[config.mk]
export PLATFORM = sky130hd
export DESIGN_NAME = clic_fetch_ctrl
export DESIGN_NICKNAME = d
export VERILOG_FILES = /design/src/rtl/clic_tb_pkg.sv /design/src/rtl/clic_fetch_fifo.sv /design/src/rtl/clic_fetch_ctrl.sv
export SDC_FILE = /design/constraint.sdc
export NUM_CORES = 1
export LEC_CHECK = 0
export BUFFER_PORTS_ARGS = -buffer_cell sky130_fd_sc_hd__buf_2
export CAP_MARGIN = 20
export CORE_ASPECT_RATIO = 0.75
export CORE_MARGIN = 4
export CORE_UTILIZATION = 50
export DETAILED_ROUTE_END_ITERATION = 12
export GPL_TIMING_DRIVEN = 0
export PLACE_DENSITY = 0.8
export SYNTH_ARGS = -nofsm -noshare
export SYNTH_HDL_FRONTEND = slang
export SYNTH_SLANG_ARGS = --single-unit
[constraint.sdc]
create_clock -name clk_i -period 2.3 [get_ports clk_i]
set_input_delay 0.115 -clock clk_i [delete_from_list [all_inputs] [get_ports clk_i]]
set_output_delay 0.115 -clock clk_i [all_outputs]
set_load 0.02 [all_outputs]
[src/rtl/clic_tb_pkg.sv]
// Shared types for the TB instruction-fetch sequencer: XLEN word type, fetch FSM states,
// FIFO entry layout and the bank decode of a 14-bit word address.
package clic_tb_pkg;

  localparam int unsigned XLEN = 32;

  typedef logic [XLEN-1:0] xlen_t;
  typedef logic [31:0]     instruction_t;

  typedef enum logic [1:0] {
    IDLE,
    FETCH,
    DRAIN
  } fetch_state_e;

  typedef struct packed {
    instruction_t instr;
    xlen_t        pc;
  } fetch_entry_t;

  function automatic logic [1:0] bank_of(input logic [13:0] addr);
    return addr[13:12];
  endfunction

endpackage

[src/rtl/clic_fetch_fifo.sv]
// Synchronous FIFO of fetch entries with single-cycle flush and occupancy count.
// Head data reads as zero while empty so idle outputs are clean.
module clic_fetch_fifo
  import clic_tb_pkg::*;
#(
  parameter int unsigned DEPTH = 4
) (
  input  logic                       clk_i,
  input  logic                       rst_ni,
  input  logic                       flush_i,
  input  logic                       push_i,
  input  fetch_entry_t               wdata_i,
  input  logic                       pop_i,
  output logic                       valid_o,
  output fetch_entry_t               rdata_o,
  output logic [$clog2(DEPTH):0]     count_o
);

  localparam int unsigned PtrW = $clog2(DEPTH);
  localparam int unsigned CntW = PtrW + 1;

  fetch_entry_t            mem_q [DEPTH];
  logic [PtrW-1:0]         wptr_q, rptr_q;
  logic [CntW-1:0]         count_q;
  logic                    do_pop;

  assign do_pop  = pop_i && (count_q != '0);
  assign valid_o = (count_q != '0);
  assign rdata_o = valid_o ? mem_q[rptr_q] : '0;
  assign count_o = count_q;

  always_ff @(posedge clk_i or negedge rst_ni) begin
    if (!rst_ni) begin
      wptr_q  <= '0;
      rptr_q  <= '0;
      count_q <= '0;
    end else if (flush_i) begin
      wptr_q  <= '0;
      rptr_q  <= '0;
      count_q <= '0;
    end else begin
      if (push_i) wptr_q <= wptr_q + 1'b1;
      if (do_pop) rptr_q <= rptr_q + 1'b1;
      count_q <= count_q + CntW'(push_i) - CntW'(do_pop);
    end
  end

  always_ff @(posedge clk_i) begin
    if (push_i && !flush_i) mem_q[wptr_q] <= wdata_i;
  end

endmodule

[src/rtl/clic_fetch_ctrl.sv]
// Fetch sequencer: issues word reads, queues responses and hands them to the executor.
// Define CLIC_FETCH_ASSERT_EN to compile in protocol assertions.
module clic_fetch_ctrl
  import clic_tb_pkg::*;
#(
  parameter logic [13:0] BOOT_ADDR  = 14'h0000,
  parameter logic [13:0] MTVEC_BASE = 14'h1000,
  parameter logic [13:0] STVEC_BASE = 14'h2000,
  parameter int unsigned FIFO_DEPTH = 4
) (
  input  logic         clk_i,
  input  logic         rst_ni,
  input  logic         start_i,
  input  logic         stop_i,
  input  logic         trap_i,
  input  logic         trap_smode_i,
  input  logic         redirect_i,
  input  xlen_t        redirect_pc_i,
  output xlen_t        mem_addr_o,
  input  instruction_t mem_rdata_i,
  output logic         instr_valid_o,
  input  logic         instr_ready_i,
  output instruction_t instr_o,
  output xlen_t        instr_pc_o,
  output logic         busy_o
);

  localparam int unsigned CntW = $clog2(FIFO_DEPTH) + 1;

  fetch_state_e    state_q;
  logic [13:0]     pc_q, last_q, target;
  logic            req_q;
  logic            flush, credit_ok, bank_hold, issue, push, pop;
  logic [CntW-1:0] count;
  fetch_entry_t    wentry, head;
  logic            unused_pc_bits;

  assign unused_pc_bits = ^redirect_pc_i[XLEN-1:14];

  assign flush  = trap_i | redirect_i;
  assign target = trap_i ? (trap_smode_i ? STVEC_BASE : MTVEC_BASE) : redirect_pc_i[13:0];

  // An outstanding response already owns one FIFO slot.
  assign credit_ok = (count + CntW'(req_q)) < CntW'(FIFO_DEPTH);
  // Keep the address shown during a response cycle inside the responding bank.
  assign bank_hold = req_q && (bank_of(pc_q) != bank_of(last_q));
  // stop_i also blocks issue in its own cycle so nothing new is requested once stopping.
  assign issue = (state_q == FETCH) && !flush && !stop_i && credit_ok && !bank_hold;

  assign mem_addr_o = xlen_t'(issue ? pc_q : last_q);

  assign push   = req_q && !flush;
  assign pop    = instr_valid_o && instr_ready_i && !flush;
  assign wentry = '{instr: mem_rdata_i, pc: xlen_t'(last_q)};

  clic_fetch_fifo #(
    .DEPTH (FIFO_DEPTH)
  ) u_fifo (
    .clk_i   (clk_i),
    .rst_ni  (rst_ni),
    .flush_i (flush),
    .push_i  (push),
    .wdata_i (wentry),
    .pop_i   (pop),
    .valid_o (instr_valid_o),
    .rdata_o (head),
    .count_o (count)
  );

  assign instr_o    = head.instr;
  assign instr_pc_o = head.pc;
  assign busy_o     = (state_q != IDLE);

  always_ff @(posedge clk_i or negedge rst_ni) begin
    if (!rst_ni) begin
      state_q <= IDLE;
      pc_q    <= BOOT_ADDR;
      last_q  <= '0;
      req_q   <= 1'b0;
    end else begin
      req_q <= issue;
      if (issue) begin
        last_q <= pc_q;
        pc_q   <= pc_q + 14'd1;
      end
      if (flush) begin
        state_q <= FETCH;
        pc_q    <= target;
      end else begin
        unique case (state_q)
          IDLE: begin
            if (start_i) begin
              state_q <= FETCH;
              pc_q    <= BOOT_ADDR;
            end
          end
          FETCH: if (stop_i) state_q <= DRAIN;
          DRAIN: if ((count == '0) && !req_q) state_q <= IDLE;
          default: state_q <= IDLE;
        endcase
      end
    end
  end

`ifdef CLIC_FETCH_ASSERT_EN
  a_no_push_full: assert property (@(posedge clk_i) disable iff (!rst_ni)
    push |-> (count != CntW'(FIFO_DEPTH)));
  a_head_stable: assert property (@(posedge clk_i) disable iff (!rst_ni)
    (instr_valid_o && !instr_ready_i && !flush) |=> ($stable(instr_o) && $stable(instr_pc_o)));
  a_resp_bank: assert property (@(posedge clk_i) disable iff (!rst_ni)
    issue |=> (flush || (bank_of(mem_addr_o[13:0]) == $past(bank_of(mem_addr_o[13:0])))));
  a_addr_upper: assert property (@(posedge clk_i) disable iff (!rst_ni)
    mem_addr_o[XLEN-1:14] == '0);
`else
  // Default build carries no checkers.
`endif

endmodule

-- Word-level counts from Yosys, hierarchy flattened
Memories as Yosys holds them, arrays and structs flattened.
Index checks and enable logic that the tools add are counted.
W data, S select, Z words.
- flip-flop bits (word level): 38
- bits in latches: 0
- bits in writable memories: 184
- memory bits (read-only): 0
- output and inout port bits: 98
- memories: 1
- memory list (memory ; words ; bits a word ; read ports ; clocked after memory_dff ; wr ports ; line ; source):
    u_fifo.mem_q ; 4 ; 46 ; 1 ; 0 ; 1 ; clic_fetch_fifo.sv:22 ; fetch_entry_t mem_q [DEPTH];
- add/sub/neg operators: 6
- $mul: 0
- divide/modulo/power cells: 0
- $lt $le $gt $ge: 1
- eq/ne operators: 6
- shift-type cells: 0
- muxes and demuxes: 20
- bitwise operators: 1
- reduce and logical (&&, ||, !) cells: 22
- operators by type and width (kind ; number):
    $mux W14 ; 7
    $mux W64 ; 1
    $mux W2 ; 8
    $add A14 B1 Y14 const B ; 1
    $logic_and A1 B1 Y1 ; 11
    $ne A3 B2 Y1 const B ; 3
    $add A3 B1 Y3 ; 2
    $pmux W2 S3 ; 1
    $reduce_bool A2 Y1 ; 3
    $add A2 B1 Y2 const B ; 2
    $logic_not A1 Y1 ; 4
    $logic_not A3 Y1 ; 1
    $lt A3 B3 Y1 const B ; 1
    $mux W3 ; 1
    $reduce_and A3 Y1 ; 1
    $reduce_bool A3 Y1 ; 1
    $sub A3 B1 Y3 ; 1
    $eq A2 B1 Y1 const B ; 1
    $eq A2 B2 Y1 const B ; 1
    $logic_not A2 Y1 ; 1
    $mux W1 ; 2
    $ne A2 B2 Y1 ; 1
    $or A1 B1 Y1 ; 1

-- Longest topological paths before layout
- depth after elaboration: 10
- gate-level depth with buffers: 12
- gate-level depth less buffers: 11

-- Modules after synthesis
A second synthesis with hierarchy kept.
- cells, all modules: 619
- area, all modules: 11887.7 um^2
- modules (own cells, without submodules) (module ; instances ; cells an instance ; area an instance (um^2)):
    clic_fetch_fifo ; 1 ; 448 ; 10152.2
    clic_fetch_ctrl ; 1 ; 171 ; 1735.4

-- Least setup slack after synthesis
Ideal clock, no wire load.
- path type: flip-flop to flip-flop
- start point: register u_fifo.count_q[1] (netlist: u_fifo.count_o[1])
- end point: register u_fifo.count_q[2] (netlist: u_fifo.count_o[2])
- arrival time: 2.357 ns
- slack: -0.178 ns
- stages on the path, launching flop included: 13
- path buffers: 1
- clock period less this slack: 2.478 ns
- cells stage by stage: dfrtp_1 or3_1 clkbuf_1 nand2_1 nor2_1 ha_1 inv_1 ha_1 inv_1 fa_1 xor2_1 xnor2_1 nor2_1
- cells in the longest elaborated chain, start to end: 6
- elaborated cells on any way between the ends: 7
- ends and longest elaborated chain (element ; line ; source):
    start, declared ; clic_fetch_fifo.sv:24 ; logic [CntW-1:0] count_q;
    start signal, assigned ; clic_fetch_fifo.sv:44 ; count_q <= count_q + CntW'(push_i) - CntW'(do_pop);
    branches (longest 4 deep; another with $add A3 B1 Y3) ; n/a ;
    $sub A3 B1 Y3 * ; clic_fetch_fifo.sv:44 ;
    $mux W3 * ; clic_fetch_fifo.sv:37 ; end else if (flush_i) begin
Mark *: on every way between the ends.
A chain may end at the register's enable or synchronous reset.

-- Worst setup path in the final report
- start point: register u_fifo.count_q[0] (netlist: u_fifo.count_o[0])
- end point: register u_fifo.count_q[2] (netlist: u_fifo.count_o[2])
Same word-level chain as after synthesis.

==> results.toml <==
[global_route]
grt.overflow.total = 0
grt_pass1_vias = 5538
all_layer_gr_usage_pct = 18.56
grt_start_max_net_pins = 39
grt_first_pass_wirelength_um = 30010
grt_antenna_before_repair = 0

[critical_path]
worst_path_largest_cell_delay_ps = 430
cp_slowest_cell = "sky130_fd_sc_hd__dfrtp_2"
crit_path_end_kind = "flop"
arrival_ps = 2880
critPathMostFrequentCell = "sky130_fd_sc_hd__inv_2"
crit_path_start_kind = "flop"
worst-setup-path-type = "flop to flop"
path_max_fanout = 3
critPathBufInv = 3
critical_path_required_ps = 2670
cp_cell_sequence = "or3_4 -> clkbuf_16 -> nand2_4 -> nor2_2 -> ha_1 -> inv_2 -> ha_4 -> inv_2 -> fa_2 -> xor2_2 -> xnor2_1 -> nor2_1"
timing.critical_path.max_delay_family = "adder cells"

[final_layout]
area.growth.synth_to_final_pct = 28.01
layout.cells.most_common = "sky130_fd_sc_hd__edfxtp_1"
final_stage_net_count = 832
layout.cells.most_common_list = "sky130_fd_sc_hd__edfxtp_1, sky130_fd_sc_hd__buf_2, sky130_fd_sc_hd__buf_4"
final_non_filler_cell_total = 1010
n_antenna_cell = 0
finish.instance_area_um2 = 11800
post_route_cells_drive_above_1_share_pct = 40.10
fillCellCount = 1229

[outcome]
status = "finished, violations left"
violations_in_the_final_reports = "negative setup slack"

[placement]
hpwlAfterDp_um = 12280
finalWeightedCongestion = 0.8718
numPlacedInstances = 902
place.port_buffers = 115
postPlaceCellArea_um2 = 10330

[job]
maxCapViolations = 0

[drt]
drt-wirelength-per-cell_um = 18.97
detailroute.via_count = 5279
postRouteAntennaNets = 0
drt-vias-per-instance = 5.227
finalWirelength_um = 19160
detail_route.drc_violations = 0
first_pass_iters = 5
dr.first_iter.drc_count = 432

[timing]
final_setup_slack_of_the_worst_path_ps = -202.0
finalSetupTns_ps = -2574
total_of_endpoints_with_negative_setup_slack_in_the_final_report = 16
hold_viol = 0
final-max-slew-violation-count = 0
slew_headroom_pct = 41.53
fin_crit_sh_pct = 108.8
grt_setup_unrepaired = "yes"
timing_worst_slew_pin_value_ps = 877.1
final.min_clock_period_ps = 2502
maximum_operating_frequency_ghz = 0.3997
finClkSkew_ps = 9.726

[power]
power_leakage_nw = 4.617
power_frac_comb_pct = 7.0
p_clk_share_pct = 39.9
reg_power_share_pct = 53.1
power_density_nw_per_um2 = 730.5
p_sw_w = 0.001861
ir_drop_mv = 0.5049
switching_share_pct = 21.59
power_report.internal_total_w = 0.006757

[floorplanning]
row_count = 42
die_height_um = 125.6
dieArea_um2 = 20690
core_area_um2 = 17870
chipWidth_um = 164.8
design.portCount = 170
start_util_pct = 51.58

[worst_hold_path]
hp-class = "input pin to flop"

[synth]
syn_inst = 506
synth-warning-count = 0
yosys_register_bits = 222
post_synth_num_cell_types = 42
syn-cell-area_um2 = 9216
seq_area_frac_synth_pct = 70.27
syn_area_per_cell_um2 = 18.21
synthFlopType = "sky130_fd_sc_hd__edfxtp_1"
synth-edff-count = 184
synth_async_reset_ratio_pct = 17.12

[clock_tree]
clock_tree_from_tritoncts = "yes"
htree_levels = 1
tritoncts_num_sinks = 222
clock_tree.root_cell = "sky130_fd_sc_hd__clkbuf_16"
number_of_cts_inserted_buffers = 22
path_clk_slew_ps = 60
clock_insertion_delay_worst_skew_ps = 500
max-clock-path-buffers = 3
[sequential cells by signal (all words and copies together) (netlist names)]
signal	cells
last_q	14
pc_q	14
req_q	1
state_q	2
u_fifo.count_o	3
u_fifo.mem_q	184
u_fifo.rptr_q	2
u_fifo.wptr_q	2
[metal layers]
| metal | vias to the layer above | part of all wire [%] | GRT usage, % |
|---|---|---|---|
| li1 | 2373 | - | - |
| met1 | 2684 | 43 | 26.25 |
| met2 | 205 | 49 | 30.88 |
| met3 | 17 | 6.6 | 3.750 |
| met4 | 0 | 1.2 | 2.787 |
| met5 | - | 0 | 0 |
[final cells by class]
class / instances / area [um2] / area share [%]
tap: 242 / 302.8 / 2.567
buffer: 58 / 455.4 / 3.860
timing repair buffer: 187 / 1314 / 11.14
multi-input combinational: 252 / 2502 / 21.21
clock inverter: 14 / 101.3 / 0.8590
clock buffer: 26 / 606.8 / 5.144
inverter: 9 / 33.78 / 0.2863
sequential: 222 / 6481 / 54.94
[through the flow]
stage	hold WS, ps	total power, W	utilization (%)	worst slack [ps]
finish	35.99	0.008618	66.03	-202.0
global route	41.48	0.008947	66.03	-304.0
CTS	7.083	0.008662	65.60	-152.0
detailed placement	268.0	0.005159	57.83	-325.1
global placement	252.5	0.005128	57.35	-637.9
floorplan	-180.6	0.004944	-	-85.85
[power by group through the flow]
stage                     Combinational [W]  Clock [W]  Sequential, W
after floorplan                    0.000329          0        0.00462
after global placement             0.000483          0        0.00464
after detailed placement           0.000501          0        0.00466
after CTS                          0.000582    0.00351        0.00457
after global routing               0.000646    0.00372        0.00458
final                              0.000601    0.00344        0.00458
[final timing paths]
kind / depth (start not counted) / endpoint / from / slack [ps]
min in group asynchronous: 2 / pc_q[3]$_DFF_PN0_ / rst_ni / 270
setup reg to reg: 12 / u_fifo.count_o[2]$_DFF_PN0_ / u_fifo.count_o[0]$_DFF_PN0_ / -200
setup / recovery: 12 / u_fifo.count_o[2]$_DFF_PN0_ / u_fifo.count_o[0]$_DFF_PN0_ / -200
hold reg to reg: 0 / u_fifo.mem_q[3][8]$_DFFE_PP_ / last_q[8]$_DFFE_PN0N_ / 530
hold / removal: 3 / pc_q[12]$_DFF_PN0_ / trap_i / 40
max in group asynchronous: 2 / u_fifo.count_o[0]$_DFF_PN0_ / rst_ni / 1420
[synthesized netlist by cell type (5+ instances only)]
cell	count	share of area, %
sky130_fd_sc_hd__xnor2_1	13	1.2
sky130_fd_sc_hd__inv_1	9	0.37
sky130_fd_sc_hd__buf_2	5	0.27
sky130_fd_sc_hd__nor2_1	15	0.61
sky130_fd_sc_hd__mux2_4	8	1.3
sky130_fd_sc_hd__mux4_2	46	11
sky130_fd_sc_hd__clkbuf_1	11	0.45
sky130_fd_sc_hd__nand2_1	6	0.24
sky130_fd_sc_hd__edfxtp_1	184	60
sky130_fd_sc_hd__and2_1	49	3.3
sky130_fd_sc_hd__nand3_1	7	0.38
sky130_fd_sc_hd__ha_1	7	0.95
sky130_fd_sc_hd__mux2_2	5	0.61
sky130_fd_sc_hd__a22o_1	10	0.95
sky130_fd_sc_hd__and3_1	7	0.48
sky130_fd_sc_hd__xor2_1	6	0.57
sky130_fd_sc_hd__buf_4	36	2.9
sky130_fd_sc_hd__dfrtp_1	38	10
sky130_fd_sc_hd__nand4_1	9	0.61
[worst min-delay path: stages]
cell and delay, ps:
sky130_fd_sc_hd__buf_2 130, sky130_fd_sc_hd__and2_1 160, sky130_fd_sc_hd__o2bb2ai_1 90
[cells by family after synthesis]
logic type | Yosys count | share of synthesized area, %
xor gates and xnor gates | 19 | 1.806
buffers and inverters | 67 | 4.507
muxes | 60 | 13.26
adders and majority gates | 8 | 1.167
AOI/OAI and AO/OA | 23 | 2.159
other | 1 | 0.04069
DFF | 222 | 70.27
and+or+nand+nor | 106 | 6.788
[timing repair]
action,CTS,global route
buffers inserted,13,4
hold buffers,51,0
gates resized for setup,33,19
pin swaps,3,1
setup endpoints to repair,55,51
hold endpoints to repair,183,0
Note: power is estimated with default switching activity, not from simulation.
